<file path="src/rtl/mmc_rd_sequencer.sv">
// mmc_rd_sequencer: sequences MMC CMD17/CMD18 block reads, streams 512 bytes per block, closes multi-block reads with CMD12
// Ports: host_* start/busy/done/err handshake; out_* byte stream (valid/ready);
//   cmd_* command engine interface; rd_* byte-serial read engine interface.
// Optional feature: define MMC_RD_TIMEOUT_EN to enable the rd_ack timeout (TIMEOUT_CYCLES, err 2).
module mmc_rd_sequencer #(
  parameter int BYTE_ADDR = 1
`ifdef MMC_RD_TIMEOUT_EN
  , parameter int TIMEOUT_CYCLES = 1048575
`endif
) (
  input  logic        clk,
  input  logic        rst,
  input  logic        host_start_i,
  input  logic [31:0] host_addr_i,
  input  logic [15:0] host_nblk_i,
  output logic        host_busy_o,
  output logic        host_done_o,
  output logic [1:0]  host_err_o,
  output logic [7:0]  out_data_o,
  output logic        out_valid_o,
  input  logic        out_ready_i,
  output logic        cmd_start_o,
  output logic [5:0]  cmd_index_o,
  output logic [31:0] cmd_arg_o,
  input  logic        cmd_done_i,
  input  logic        cmd_err_i,
  output logic        rd_enable_o,
  output logic        rd_req_o,
  input  logic        rd_ack_i,
  input  logic [7:0]  rd_data_i
);
  typedef enum logic [2:0] {IDLE, CMD, XFER, STOP, DONE} state_t;
  state_t      state_q, state_d;
  logic [15:0] nblk_q, nblk_d, blk_q, blk_d;
  logic [9:0]  bidx_q, bidx_d;
  logic [1:0]  err_q, err_d;
  logic [7:0]  out_data_q, out_data_d;
  logic        out_valid_q, out_valid_d;
  logic        cmd_start_q, cmd_start_d;
  logic [5:0]  cmd_index_q, cmd_index_d;
  logic [31:0] cmd_arg_q, cmd_arg_d;
  logic        rd_enable_q, rd_enable_d;
  logic        rd_req_q, rd_req_d;
  logic        pend_q, pend_d;
  logic        fin_q, fin_d;
`ifdef MMC_RD_TIMEOUT_EN
  logic [31:0] tmo_q, tmo_d;
`endif
  always_ff @(posedge clk) begin
    if (rst) begin
      state_q     <= IDLE;
      nblk_q      <= '0;
      blk_q       <= '0;
      bidx_q      <= '0;
      err_q       <= '0;
      out_data_q  <= '0;
      out_valid_q <= 1'b0;
      cmd_start_q <= 1'b0;
      cmd_index_q <= '0;
      cmd_arg_q   <= '0;
      rd_enable_q <= 1'b0;
      rd_req_q    <= 1'b0;
      pend_q      <= 1'b0;
      fin_q       <= 1'b0;
`ifdef MMC_RD_TIMEOUT_EN
      tmo_q       <= '0;
`endif
    end else begin
      state_q     <= state_d;
      nblk_q      <= nblk_d;
      blk_q       <= blk_d;
      bidx_q      <= bidx_d;
      err_q       <= err_d;
      out_data_q  <= out_data_d;
      out_valid_q <= out_valid_d;
      cmd_start_q <= cmd_start_d;
      cmd_index_q <= cmd_index_d;
      cmd_arg_q   <= cmd_arg_d;
      rd_enable_q <= rd_enable_d;
      rd_req_q    <= rd_req_d;
      pend_q      <= pend_d;
      fin_q       <= fin_d;
`ifdef MMC_RD_TIMEOUT_EN
      tmo_q       <= tmo_d;
`endif
    end
  end
  always_comb begin
    state_d     = state_q;
    nblk_d      = nblk_q;
    blk_d       = blk_q;
    bidx_d      = bidx_q;
    err_d       = err_q;
    out_data_d  = out_data_q;
    out_valid_d = out_valid_q && !out_ready_i;
    cmd_start_d = 1'b0;
    cmd_index_d = cmd_index_q;
    cmd_arg_d   = cmd_arg_q;
    rd_enable_d = rd_enable_q;
    rd_req_d    = 1'b0;
    pend_d      = pend_q;
    fin_d       = fin_q;
`ifdef MMC_RD_TIMEOUT_EN
    tmo_d       = (state_q == XFER && pend_q && !rd_ack_i) ? tmo_q + 32'd1 : 32'd0;
`endif
    case (state_q)
      IDLE: if (host_start_i) begin
        nblk_d      = host_nblk_i;
        blk_d       = '0;
        bidx_d      = '0;
        err_d       = 2'd0;
        fin_d       = 1'b0;
        pend_d      = 1'b0;
        cmd_start_d = host_nblk_i != 16'd0;
        cmd_index_d = host_nblk_i == 16'd1 ? 6'd17 : 6'd18;
        cmd_arg_d   = BYTE_ADDR != 0 ? {host_addr_i[22:0], 9'd0} : host_addr_i;
        state_d     = host_nblk_i == 16'd0 ? DONE : CMD;
      end
      CMD: if (cmd_done_i) begin
        state_d     = cmd_err_i ? DONE : XFER;
        err_d       = cmd_err_i ? 2'd1 : 2'd0;
        rd_enable_d = !cmd_err_i;
      end
      XFER: begin
        // fin_q: last trailer consumed; hold here until the final byte has drained
        if (fin_q) begin
          if (!out_valid_q) begin
            fin_d       = 1'b0;
            state_d     = nblk_q > 16'd1 ? STOP : DONE;
            cmd_start_d = nblk_q > 16'd1;
            cmd_index_d = nblk_q > 16'd1 ? 6'd12 : cmd_index_q;
            cmd_arg_d   = nblk_q > 16'd1 ? 32'd0 : cmd_arg_q;
          end
        end else if (rd_ack_i && pend_q) begin
          pend_d = 1'b0;
          // bidx 512..514 are CRC hi/lo and end token, silently dropped
          if (!bidx_q[9]) begin
            out_data_d  = rd_data_i;
            out_valid_d = 1'b1;
          end
          bidx_d = bidx_q == 10'd514 ? 10'd0 : bidx_q + 10'd1;
          if (bidx_q == 10'd514) begin
            blk_d = blk_q + 16'd1;
            if (blk_q == nblk_q - 16'd1) begin
              rd_enable_d = 1'b0;
              fin_d       = 1'b1;
            end
          end
`ifdef MMC_RD_TIMEOUT_EN
        end else if (pend_q && tmo_q == 32'(TIMEOUT_CYCLES - 1)) begin
          pend_d      = 1'b0;
          rd_enable_d = 1'b0;
          out_valid_d = 1'b0;
          err_d       = 2'd2;
          state_d     = nblk_q > 16'd1 ? STOP : DONE;
          cmd_start_d = nblk_q > 16'd1;
          cmd_index_d = nblk_q > 16'd1 ? 6'd12 : cmd_index_q;
          cmd_arg_d   = nblk_q > 16'd1 ? 32'd0 : cmd_arg_q;
`endif
        end else if (!pend_q && (bidx_q[9] || !out_valid_q)) begin
          rd_req_d = 1'b1;
          pend_d   = 1'b1;
        end
      end
      STOP: if (cmd_done_i) begin
        state_d = DONE;
        // a timeout error outranks the CMD12 response status
        err_d   = err_q == 2'd2 ? 2'd2 : {1'b0, cmd_err_i};
      end
      DONE: state_d = IDLE;
      default: state_d = IDLE;
    endcase
  end
  assign host_busy_o = state_q inside {CMD, XFER, STOP};
  assign host_done_o = state_q == DONE;
  assign host_err_o  = err_q;
  assign out_data_o  = out_data_q;
  assign out_valid_o = out_valid_q;
  assign cmd_start_o = cmd_start_q;
  assign cmd_index_o = cmd_index_q;
  assign cmd_arg_o   = cmd_arg_q;
  assign rd_enable_o = rd_enable_q;
  assign rd_req_o    = rd_req_q;
endmodule

</file>
<file path="config.mk">
export PLATFORM = sky130hd
export DESIGN_NAME = mmc_rd_sequencer
export DESIGN_NICKNAME = d
export VERILOG_FILES = /design/src/rtl/mmc_rd_sequencer.sv
export SDC_FILE = /design/constraint.sdc
export NUM_CORES = 1
export LEC_CHECK = 0
export CAP_MARGIN = 20
export CORE_ASPECT_RATIO = 0.6
export CORE_MARGIN = 10
export CORE_UTILIZATION = 48
export CTS_CLUSTER_SIZE = 16
export DETAILED_ROUTE_END_ITERATION = 10
export PLACE_DENSITY = 0.86
export SLEW_MARGIN = 20
export SYNTH_ARGS = -nofsm -noshare
export SYNTH_HDL_FRONTEND = slang
export SYNTH_SLANG_ARGS = --single-unit
</file>
<file path="constraint.sdc">
create_clock -name clk -period 5.8 [get_ports clk]
set_clock_uncertainty 0.15 [all_clocks]
set_input_delay 1.16 -clock clk [delete_from_list [all_inputs] [get_ports clk]]
set_output_delay 1.16 -clock clk [all_outputs]
set_load 0.03 [all_outputs]
</file>
# Word-level counts from Yosys, hierarchy flattened
# Cells that the tools add are included.
dict set report word_totals {
  regBits 99
  latchBits 0
  mem_bits_rw 0
  mem_bits_ro 0
  in_bits 63
  wordCells 128
  mem_count 0
}
dict set report op_classes {
  n_addsub 3
  mul 0
  div_mod_pow 0
  order_cmp 1
  eq_ne 19
  shifts 0
  mux 62
  bitwise 3
  reduce_logical 26
}
# cell n
set ops {}
lappend ops {{32-bit two-way mux} 4}
lappend ops {{16-bit two-way mux} 4}
lappend ops {{32-bit case mux with 2 select lines} 1}
lappend ops {{10-bit two-way mux} 4}
lappend ops {{16-bit case mux with 2 select lines} 1}
lappend ops {{3-bit two-way mux} 8}
lappend ops {{6-bit two-way mux} 4}
lappend ops {{1-bit two-way mux} 23}
lappend ops {{2-bit inequality test, second input constant} 10}
lappend ops {{10-bit case mux with 2 select lines} 1}
lappend ops {{16-bit by 1-bit adder with 16-bit output, second input constant} 1}
lappend ops {{16-bit by 1-bit equality test with 1-bit output, second input constant} 1}
lappend ops {{16-bit equality test} 1}
lappend ops {{16-bit by 1-bit greater-than comparator with 1-bit output, second input constant} 1}
lappend ops {{16-bit zero test} 1}
lappend ops {{4-bit AND reduction} 4}
lappend ops {{16-bit nonzero test} 1}
lappend ops {{16-bit by 1-bit subtractor with 16-bit output, second input constant} 1}
lappend ops {{5-bit AND reduction} 3}
lappend ops {{3-bit case mux with 4 select lines} 1}
lappend ops {{6-bit case mux with 2 select lines} 1}
lappend ops {{10-bit by 1-bit adder with 10-bit output, second input constant} 1}
lappend ops {{10-bit equality test, second input constant} 1}
lappend ops {{2-bit two-way mux} 5}
lappend ops {{17 further kinds} 31}

# Depth between registers and ports, before layout
# Gate-level depths: netlist (run 1).
dict set report logic_depth {
  depth_word 7
  mapped_depth 12
  mapped_depth_nobuf 9
}

# Worst setup path after synthesis (run 1)
# Ideal clock, no wire load.
dict set report synth_timing {
  kind {input-to-reg}
  startpoint {input host_start_i}
  endpoint {register bidx_q[9]}
  setup_ps 70
  arrival_time_ps 2400
  t_required_ps 5580
  path_slack_ps 3179
  path_stages 5
  path_buffers 0
  cell_sequence {nand2b_1 -> a221oi_4 -> nand4_1 -> or3_1 -> a21oi_1}
}
dict set report synth_via {
  elab_chain_cells 2
}
# item line
set synth_lines {}
lappend synth_lines {{start: declaration} 13} ;# input logic host_start_i,
lappend synth_lines {{2-bit inequality test (no line)} n/a}
lappend synth_lines {{4-bit AND reduction (no line)} n/a}
lappend synth_lines {{end signal: assignment} 72} ;# bidx_q <= bidx_d;
lappend synth_lines {{end: declaration} 35} ;# logic [9:0] bidx_q, bidx_d;
# Every way passes these cells.
# A chain may end at the register's enable or synchronous reset.

# Final worst setup path (run 1)
dict set report layout_timing {
  startpoint {input host_start_i}
  endpoint {register blk_q[10]}
}
dict set report layout_via {
  elab_chain_cells 2
}
# item line
set layout_lines {}
lappend layout_lines {{2-bit inequality test (no line)} n/a}
lappend layout_lines {{5-bit AND reduction (no line)} n/a}
lappend layout_lines {{end signal: assignment} 71} ;# blk_q <= blk_d;
lappend layout_lines {{end: declaration} 34} ;# logic [15:0] nblk_q, nblk_d, blk_q, blk_d;
# Every way passes these cells.

==> flow_summary.ini, run 1 <==
[status]
status = completed

[route]
routed_wl_um = 11500
ant_nets = 0
routed_via_density = 5.509
first_iter_violations = 277
wl_per_cell_um = 16.26
firstDrtPassIters = 5
vias = 3895
drcViolationCount = 0

[die]
die-area_um2 = 13260
initial_core_util_pct = 49.84
coreArea_um2 = 8621
rows = 26
die_h_um = 93.29
fp.dieW_um = 142.1
io_pins = 117

[power]
leakagePower_nw = 2.050
irDropWorstVdd_uv = 259.9
powerDensity_nw_per_um2 = 340.4

[synthesis]
yosysMostFrequentCell = dfxtp_1
ys_dominant_reg_cell = dfxtp_1
yosysTopAreaCell = dfxtp_1
syn_avg_cell_area_um2 = 8.392
syn_area_um2 = 4297
synth-edff-count = 0
yosysSeqAreaShare_pct = 41.00
yosysTopAreaCellShare_pct = 41.00
synth_cell_types = 56
yosys_register_bits = 88
synth_area_leaders = dfxtp_1, nor2_1, nand2_1
synth_common_cells = dfxtp_1, nor2_1, nand2_1
synthCells = 512
synth_warnings = 0
async_flop_share_pct = 0

[setup_path]
cp_data_required_time_ns = 5.87
crit_fanout = 10
max_stage_delay_ns = 0.76
slowest_stage = nor4_1
crit_path_end_kind = flip-flop
crit_arrival_ns = 3.35
crit_type = in -> reg
cp_cell_sequence = clkdlybuf4s50_1 -> nand2b_1 -> a21oi_4 -> nand2_4 -> nor4_1 -> nand2_1 -> xor2_1 -> nor2_1
cp-start-kind = primary input

[cells_and_area]
finalNetCount = 658
n_antenna_cell = 0
drive_gt1_share_pct = 6.218
areaGrowthSynthToFinish_pct = 28.36
instances_no_fill = 707
n_fill_cell = 685

[timing]
relSlewSlack_pct = 40.24
worstMarginPinSlew_ns = 0.8964
hold_viol_final = 0
whs_ns = 0.3402
max_clock_freq_mhz = 305.2
drv_slew = 0
grt_setup_unrepaired = no
setup_violations = 0
fin_tns_setup_ns = 0
fin_crit_ns = 3.277
finalCritPeriodShare_pct = 56.50

[clock_network]
clk_latency_ns = 0.34
cts_tree = built
postCtsHoldBufs = 0
cts-root-buf = clkbuf_16
post_cts_buffers = 0
clk_pin_slew_ns = 0.06
cts_sinks = 88
htree_num_levels = 3
postCtsResizedCells = 0
cts_inserted_buffers = 9
clk_path_buf_depth = 2

[place]
gp_congestion = 0.8744
portBuffers = 97
placed_cells = 691
dp_hpwl_um = 8516

[global_routing]
grt_pass1_wl_um = 18890
grt-ovfl-total = 0
grt_pass1_vias = 3831
antenna_found_initial = 0
grt_max_degree = 43
grt.total_usage_pct = 17.34

[min_path]
hold_path_class = reg -> reg

[run]
drv_cap = 0
power by group:
group | internal [W] | total [W] | switching (W) | leakage [nW]
clock | 0.000304 | 0.000552 | 0.000248 | 0.144
sequential | 0.000659 | 0.000722 | 0.0000623 | 0.716
combinational | 0.000247 | 0.000603 | 0.000357 | 1.19
total | 0.00121 | 0.00188 | 0.000667 | 2.05
stage by stage:
| stage | setup slack (ns) | cell area (µm²) | utilization (%) | power, W |
|---|---|---|---|---|
| 2_1_floorplan | 3.179 | 4330 | - | 0.001155 |
| 3_3_place_gp | 2.282 | 5233 | 60.70 | 0.001305 |
| 3_5_place_dp | 2.274 | 5233 | 60.70 | 0.001328 |
| 4_1_cts | 2.529 | 5515 | 63.98 | 0.001880 |
| 5_1_grt | 2.430 | 5515 | 63.98 | 0.001972 |
| 6_report | 2.523 | 5515 | 63.98 | 0.001877 |
metal layers:
| metal | wire length, µm | vias to the layer above | global-route usage [%] |
|---|---|---|---|
| li1 | - | 1912 | - |
| met1 | 4786 | 1825 | 20.36 |
| met2 | 5057 | 146 | 26.07 |
| met3 | 1523 | 12 | 10.15 |
| met4 | 131 | 0 | 5.424 |
| met5 | 0 | - | 0 |
sequential cells by signal, indices dropped and copies added, names as in the netlist:
name         count
out_valid_o      1
cmd_arg_o       23
state_q          3
blk_q           16
fin_q            1
rd_enable_o      1
host_err_o       2
rd_req_o         1
bidx_q          10
pend_q           1
out_data_o       8
nblk_q          16
cmd_start_o      1
cmd_index_o      4
worst max-delay path, delay by kind of cell:
kind | cells | cell delay [ns]
buffers and inverters | 1 | 0.50
AND/OR/NAND/NOR | 5 | 1.29
AO/OA/AOI/OAI | 1 | 0.22
XOR/XNOR | 1 | 0.18
worst paths after layout:
path,start,endpoint,slack [ns],cells past startpoint
setup / recovery,host_start_i,blk_q[10]$_SDFFE_PP0P_,2.52,8
hold / removal,cmd_index_o[3]$_SDFFE_PP0P_,cmd_index_o[3]$_SDFFE_PP0P_,0.34,2
setup reg to reg,state_q[1]$_SDFFE_PP0P_,blk_q[10]$_SDFFE_PP0P_,3.08,7
hold reg to reg,cmd_index_o[3]$_SDFFE_PP0P_,cmd_index_o[3]$_SDFFE_PP0P_,0.34,2
area by class of cell:
| type | count | area (µm²) | share of cell area [%] |
|---|---|---|---|
| multi-input cells | 386 | 2327 | 42.20 |
| flip-flops and latches | 88 | 1762 | 31.94 |
| repair buffers | 99 | 980.9 | 17.79 |
| clock buffers | 10 | 239.0 | 4.333 |
| well taps | 112 | 140.1 | 2.541 |
| clock inverters | 6 | 43.79 | 0.7940 |
| inverters | 6 | 22.52 | 0.4083 |
cell usage in the layout, fill, tap and decap left out, types with 8 or more instances in the layout:
cell             netlist  final
xnor2_1               17     17
nand2_1               57     57
xor2_1                22     22
nor2_1                75     75
nor3_1                 8      8
mux2i_1                8      8
nor4_1                10     10
clkdlybuf4s50_1        0     96
nand3_1               10     10
o21ai_0               18     18
conb_1                 1     10
a22oi_1               25     25
dfxtp_1               88     88
clkbuf_16              0      9
nand4_1               10     10
a21oi_1               36     36
kinds of logic after synthesis:
logic type	count (synthesis)	synth area share [%]
muxes	8	1.864
DFF	88	41.00
other	1	0.08728
adders and majority gates	5	1.456
and+or+nand+nor	228	27.64
xor gates and xnor gates	39	7.950
buffers and inverters	47	5.766
AOI/OAI and AO/OA	96	14.24
Power figures use the tool's default switching activity.
==> run 2: changes to the inputs <==
Settings changed: CORE_UTILIZATION 48 to 44, PLACE_DENSITY 0.86 to 0.83.
Clock period 5.8 ns to 2.75 ns, I/O delays scaled along.
==> flow_summary.ini, run 2 (synthesis gave the netlist of run 1 again) <==
[status]
status = completed

[clock_network]
htree_num_levels = 3
clk_pin_slew_ns = 0.06
cts_sinks = 88
clk_path_buf_depth = 2
cts_tree = built
postCtsResizedCells = 0
postCtsHoldBufs = 0
clk_latency_ns = 0.34
cts_inserted_buffers = 9
cts-root-buf = clkbuf_16
post_cts_buffers = 0

[cells_and_area]
n_fill_cell = 773
drive_gt1_share_pct = 6.977
instances_no_fill = 732
n_antenna_cell = 0
final_cell_mix = clkdlybuf4s50_1, dfxtp_1, nor2_1, nand2_1, a21oi_1
multi_input_area_um2 = 2327
layout_commonest_cell = clkdlybuf4s50_1
regArea_um2 = 1762
largest_reg_flops = 23
areaGrowthSynthToFinish_pct = 30.90
finalNetCount = 667

[global_routing]
grt_pass1_vias = 3867
grt_pass1_wl_um = 18940
grt_busiest_layer = met2
grt_util_met1_pct = 18.87
grt_use_met3_pct = 8.353
antenna_found_initial = 0
grt.total_usage_pct = 16.28
grt-ovfl-total = 0
met2_usage_pct = 26.23
grt_max_degree = 35

[setup_path]
reg2reg_depth = 8
rr_endpoint = rd_enable_o$_SDFFE_PP0P_
crit_type = reg -> reg
reg2reg_slack_ns = 0.20
cp_common_cell = nor4_2
cp-start-kind = flip-flop
reg2reg_from = nblk_q[0]$_SDFFE_PP0P_
crit_fanout = 6
cp_data_required_time_ns = 2.80
slowest_stage = nor4_2
cp_num_buf_inv = 1
crit_path_end_kind = flip-flop
cp_cell_sequence = buf_4 -> nor4_2 -> nand3_1 -> nor4_1 -> a31oi_1 -> a22o_1 -> nor4_2 -> o22ai_1
crit_arrival_ns = 2.60
max_stage_delay_ns = 0.62
crit_family = simple AND/OR/NAND/NOR gates

[die]
coreArea_um2 = 9358
initial_core_util_pct = 45.92
io_pins = 117
rows = 27
die-area_um2 = 14250
die_h_um = 96.55
fp.dieW_um = 147.6

[timing]
hold_viol_final = 0
max_clock_freq_mhz = 391.9
fin_tns_setup_ns = 0
setup_violations = 0
grt_setup_unrepaired = no
finalCritPeriodShare_pct = 92.80
drv_slew = 0
fin_crit_ns = 2.552
relSlewSlack_pct = 54.93
worstMarginPinSlew_ns = 0.6704

[min_path]
min_to = host_err_o[1]$_SDFFE_PP0P_
hp-start = host_err_o[1]$_SDFFE_PP0P_
whs_path_depth = 2
hold_path_class = reg -> reg

[route]
first_iter_violations = 302
ant_nets = 0
vias = 3923
routed_wl_um = 11720
drcViolationCount = 0
firstDrtPassIters = 5
routed_via_density = 5.359
wl_per_cell_um = 16.01

[place]
portBuffers = 97
placed_cells = 718
gp_congestion = 0.8472
dp_hpwl_um = 8803

[run]
drv_cap = 0

[power]
totalPowerFinal_w = 0.004094
powerDensity_nw_per_um2 = 728.0
leakagePower_nw = 2.097
irDropWorstVdd_uv = 488.9
==> run 2: layout make-up <==
class,count,share of cell area [%]
Tap cell,130,2.892
Clock inverter,3,1.224
Timing Repair Buffer,108,18.64
Clock buffer,11,4.138
Inverter,6,0.4004
Multi-Input combinational cell,386,41.38
Sequential cell,88,31.32
==> run 2: worst max-delay path by stage <==
stage	from	to	slack [ns]	cells after the start
finish	nblk_q[0]$_SDFFE_PP0P_	rd_enable_o$_SDFFE_PP0P_	0.20	8
global route	nblk_q[0]$_SDFFE_PP0P_	rd_enable_o$_SDFFE_PP0P_	0.03	8
CTS	state_q[0]$_SDFFE_PP0P_	host_done_o	0.21	3
detailed placement	host_start_i	blk_q[11]$_SDFFE_PP0P_	0.05	8
global placement	host_start_i	blk_q[10]$_SDFFE_PP0P_	0.11	9
floorplan	nblk_q[0]$_SDFFE_PP0P_	rd_enable_o$_SDFFE_PP0P_	0.50	11
==> run 2: where the power goes <==
group	internal [W]	total [W]	switching (W)
Combinational	0.000552	0.00131	0.000761
Clock	0.000788	0.00126	0.000477
Sequential	0.00139	0.00152	0.000125
Total	0.00273	0.00409	0.00136
==> run 2: per-layer routing <==
layer	wire length [µm]	share of wire [%]	vias up
met5	0	0	-
met4	147	1.3	0
met3	1198	10	13
met2	5305	45	130
met1	5067	43	1856
li1	-	-	1924
==> run 2: through the flow <==
| step | setup WS, ns | util, % | hold WS, ns | area, µm² |
|---|---|---|---|---|
| after global routing | 0.03016 | 60.10 | 0.3661 | 5624 |
| after global placement | 0.1137 | 56.88 | 0.3121 | 5323 |
| after detailed placement | 0.04653 | 56.88 | 0.3144 | 5323 |
| final | 0.1981 | 60.10 | 0.3272 | 5624 |
| after CTS | 0.2098 | 60.10 | 0.3279 | 5624 |
| after floorplan | 0.5034 | - | 0.2886 | 4330 |
==> run 2: worst reg2reg max path, delay by kind of cell, from the launching register on <==
kind | cells | cell delay [ns]
DFF | 1 | 0.35
buffers and inverters | 1 | 0.18
AOI/OAI and AO/OA | 3 | 0.46
and+or+nand+nor | 4 | 1.27
==> run 3: changes to the inputs <==
Settings changed: PLACE_DENSITY 0.83 to 0.85.
==> flow_summary.ini, run 3 (synthesis gave the netlist of run 1 again) <==
[status]
status = completed

[timing]
fin_tns_setup_ns = 0
setup_violations = 0
max_clock_freq_mhz = 384.4
drv_slew = 0
finalCritPeriodShare_pct = 94.61
hold_viol_final = 0
worstMarginPinSlew_ns = 0.7378
grt_setup_unrepaired = no
relSlewSlack_pct = 50.81
fin_crit_ns = 2.602

[die]
fp.dieW_um = 147.6
initial_core_util_pct = 45.92
rows = 27
die-area_um2 = 14250
coreArea_um2 = 9358
die_h_um = 96.55
io_pins = 117

[global_routing]
antenna_found_initial = 0
grt-ovfl-total = 0
grt.total_usage_pct = 16.19
grt_max_degree = 43
grt_pass1_vias = 3829
grt_pass1_wl_um = 18840

[clock_network]
postCtsHoldBufs = 0
cts-root-buf = clkbuf_16
cts_sinks = 88
clk_pin_slew_ns = 0.07
htree_num_levels = 3
cts_tree = built
clk_latency_ns = 0.35
cts_inserted_buffers = 9
clk_path_buf_depth = 2
postCtsResizedCells = 0
post_cts_buffers = 0

[route]
wl_per_cell_um = 15.72
routed_via_density = 5.276
vias = 3862
routed_wl_um = 11510
firstDrtPassIters = 5
drcViolationCount = 0
first_iter_violations = 246
ant_nets = 0

[place]
gp_congestion = 0.8779
portBuffers = 97
dpl_cell_area_um2 = 5308
placed_cells = 716
dp_hpwl_um = 8661

[run]
drv_cap = 0

[power]
totalPowerFinal_w = 0.004071
powerDensity_nw_per_um2 = 725.6
irDropWorstVdd_uv = 480.2
leakagePower_nw = 2.082

[setup_path]
crit_arrival_ns = 2.66
crit_type = reg -> reg
cp-start-kind = flip-flop
crit_fanout = 24
crit_path_end_kind = flip-flop
cp_data_required_time_ns = 2.81

[cells_and_area]
postLayoutCellArea_um2 = 5610
areaGrowthSynthToFinish_pct = 30.58
layout_commonest_cell = clkdlybuf4s50_1
instances_no_fill = 732
largest_reg_flops = 23
final_cell_mix = clkdlybuf4s50_1, dfxtp_1, nor2_1, nand2_1, a21oi_1
drive_gt1_share_pct = 7.143
n_antenna_cell = 0
final_util_pct = 59.95
finalNetCount = 665

[min_path]
hold_path_class = reg -> reg
==> run 3: cell count changes in the layout (fill, tap and decap cells not counted) <==
cell,previous run,this run
clkinv_2,0,1
bufinv_16,2,1
inv_6,0,1
nor3b_2,1,0
buf_4,11,9
clkbuf_1,2,1
nor3b_4,0,1
clkinvlp_4,0,2
==> run 3: report_power, final <==
part / internal, W / switching [W] / leakage [nW] / total, W
Clock: 0.000707 / 0.000529 / 0.139 / 0.00124
Combinational: 0.000554 / 0.000762 / 1.23 / 0.00132
Sequential: 0.00139 / 0.000128 / 0.716 / 0.00152
Total: 0.00265 / 0.00142 / 2.08 / 0.00407
==> run 3: final timing paths <==
check	start	to	slack [ns]	cells after the start
max	nblk_q[0]$_SDFFE_PP0P_	cmd_arg_o[26]$_SDFFE_PP0P_	0.15	10
min	host_err_o[1]$_SDFFE_PP0P_	host_err_o[1]$_SDFFE_PP0P_	0.34	2
max reg2reg	nblk_q[0]$_SDFFE_PP0P_	cmd_arg_o[26]$_SDFFE_PP0P_	0.15	10
min reg2reg	host_err_o[1]$_SDFFE_PP0P_	host_err_o[1]$_SDFFE_PP0P_	0.34	2
==> run 3: stage by stage <==
stage	hold slack, ns	worst slack, ns
floorplan	0.2886	0.5034
finish	0.3427	0.1483
CTS	0.3419	0.1599
detailed placement	0.3247	0.07730
global placement	0.3197	0.1188
global route	0.3683	0.003009
==> run 3: cell type report <==
class                   instances  area, µm²
clock inverters                 6      67.56
repair buffers                106       1033
clock buffers                  10      229.0
multi-input cells             386       2333
fillers                       791       3747
flip-flops and latches         88       1762
well taps                     130      162.7
inverters                       6      22.52
==> run 3: per-layer routing <==
layer / track usage, % / up-vias / routed length [µm]
met1: 18.76 / 1808 / 5098
met3: 9.559 / 13 / 1289
met5: 0 / - / 0
met2: 25.41 / 121 / 5002
met4: 3.941 / 0 / 115
li1: - / 1920 / -
==> run 3: critical path: stages, from the launching register on <==
cell and delay [ns]:
dfxtp_1 0.55, inv_1 0.09, ha_1 0.23, buf_4 0.16, nor2_1 0.14, nor2_1 0.05
and4_1 0.22, a211o_1 0.37, buf_4 0.24, a22oi_1 0.18, nor2_1 0.07
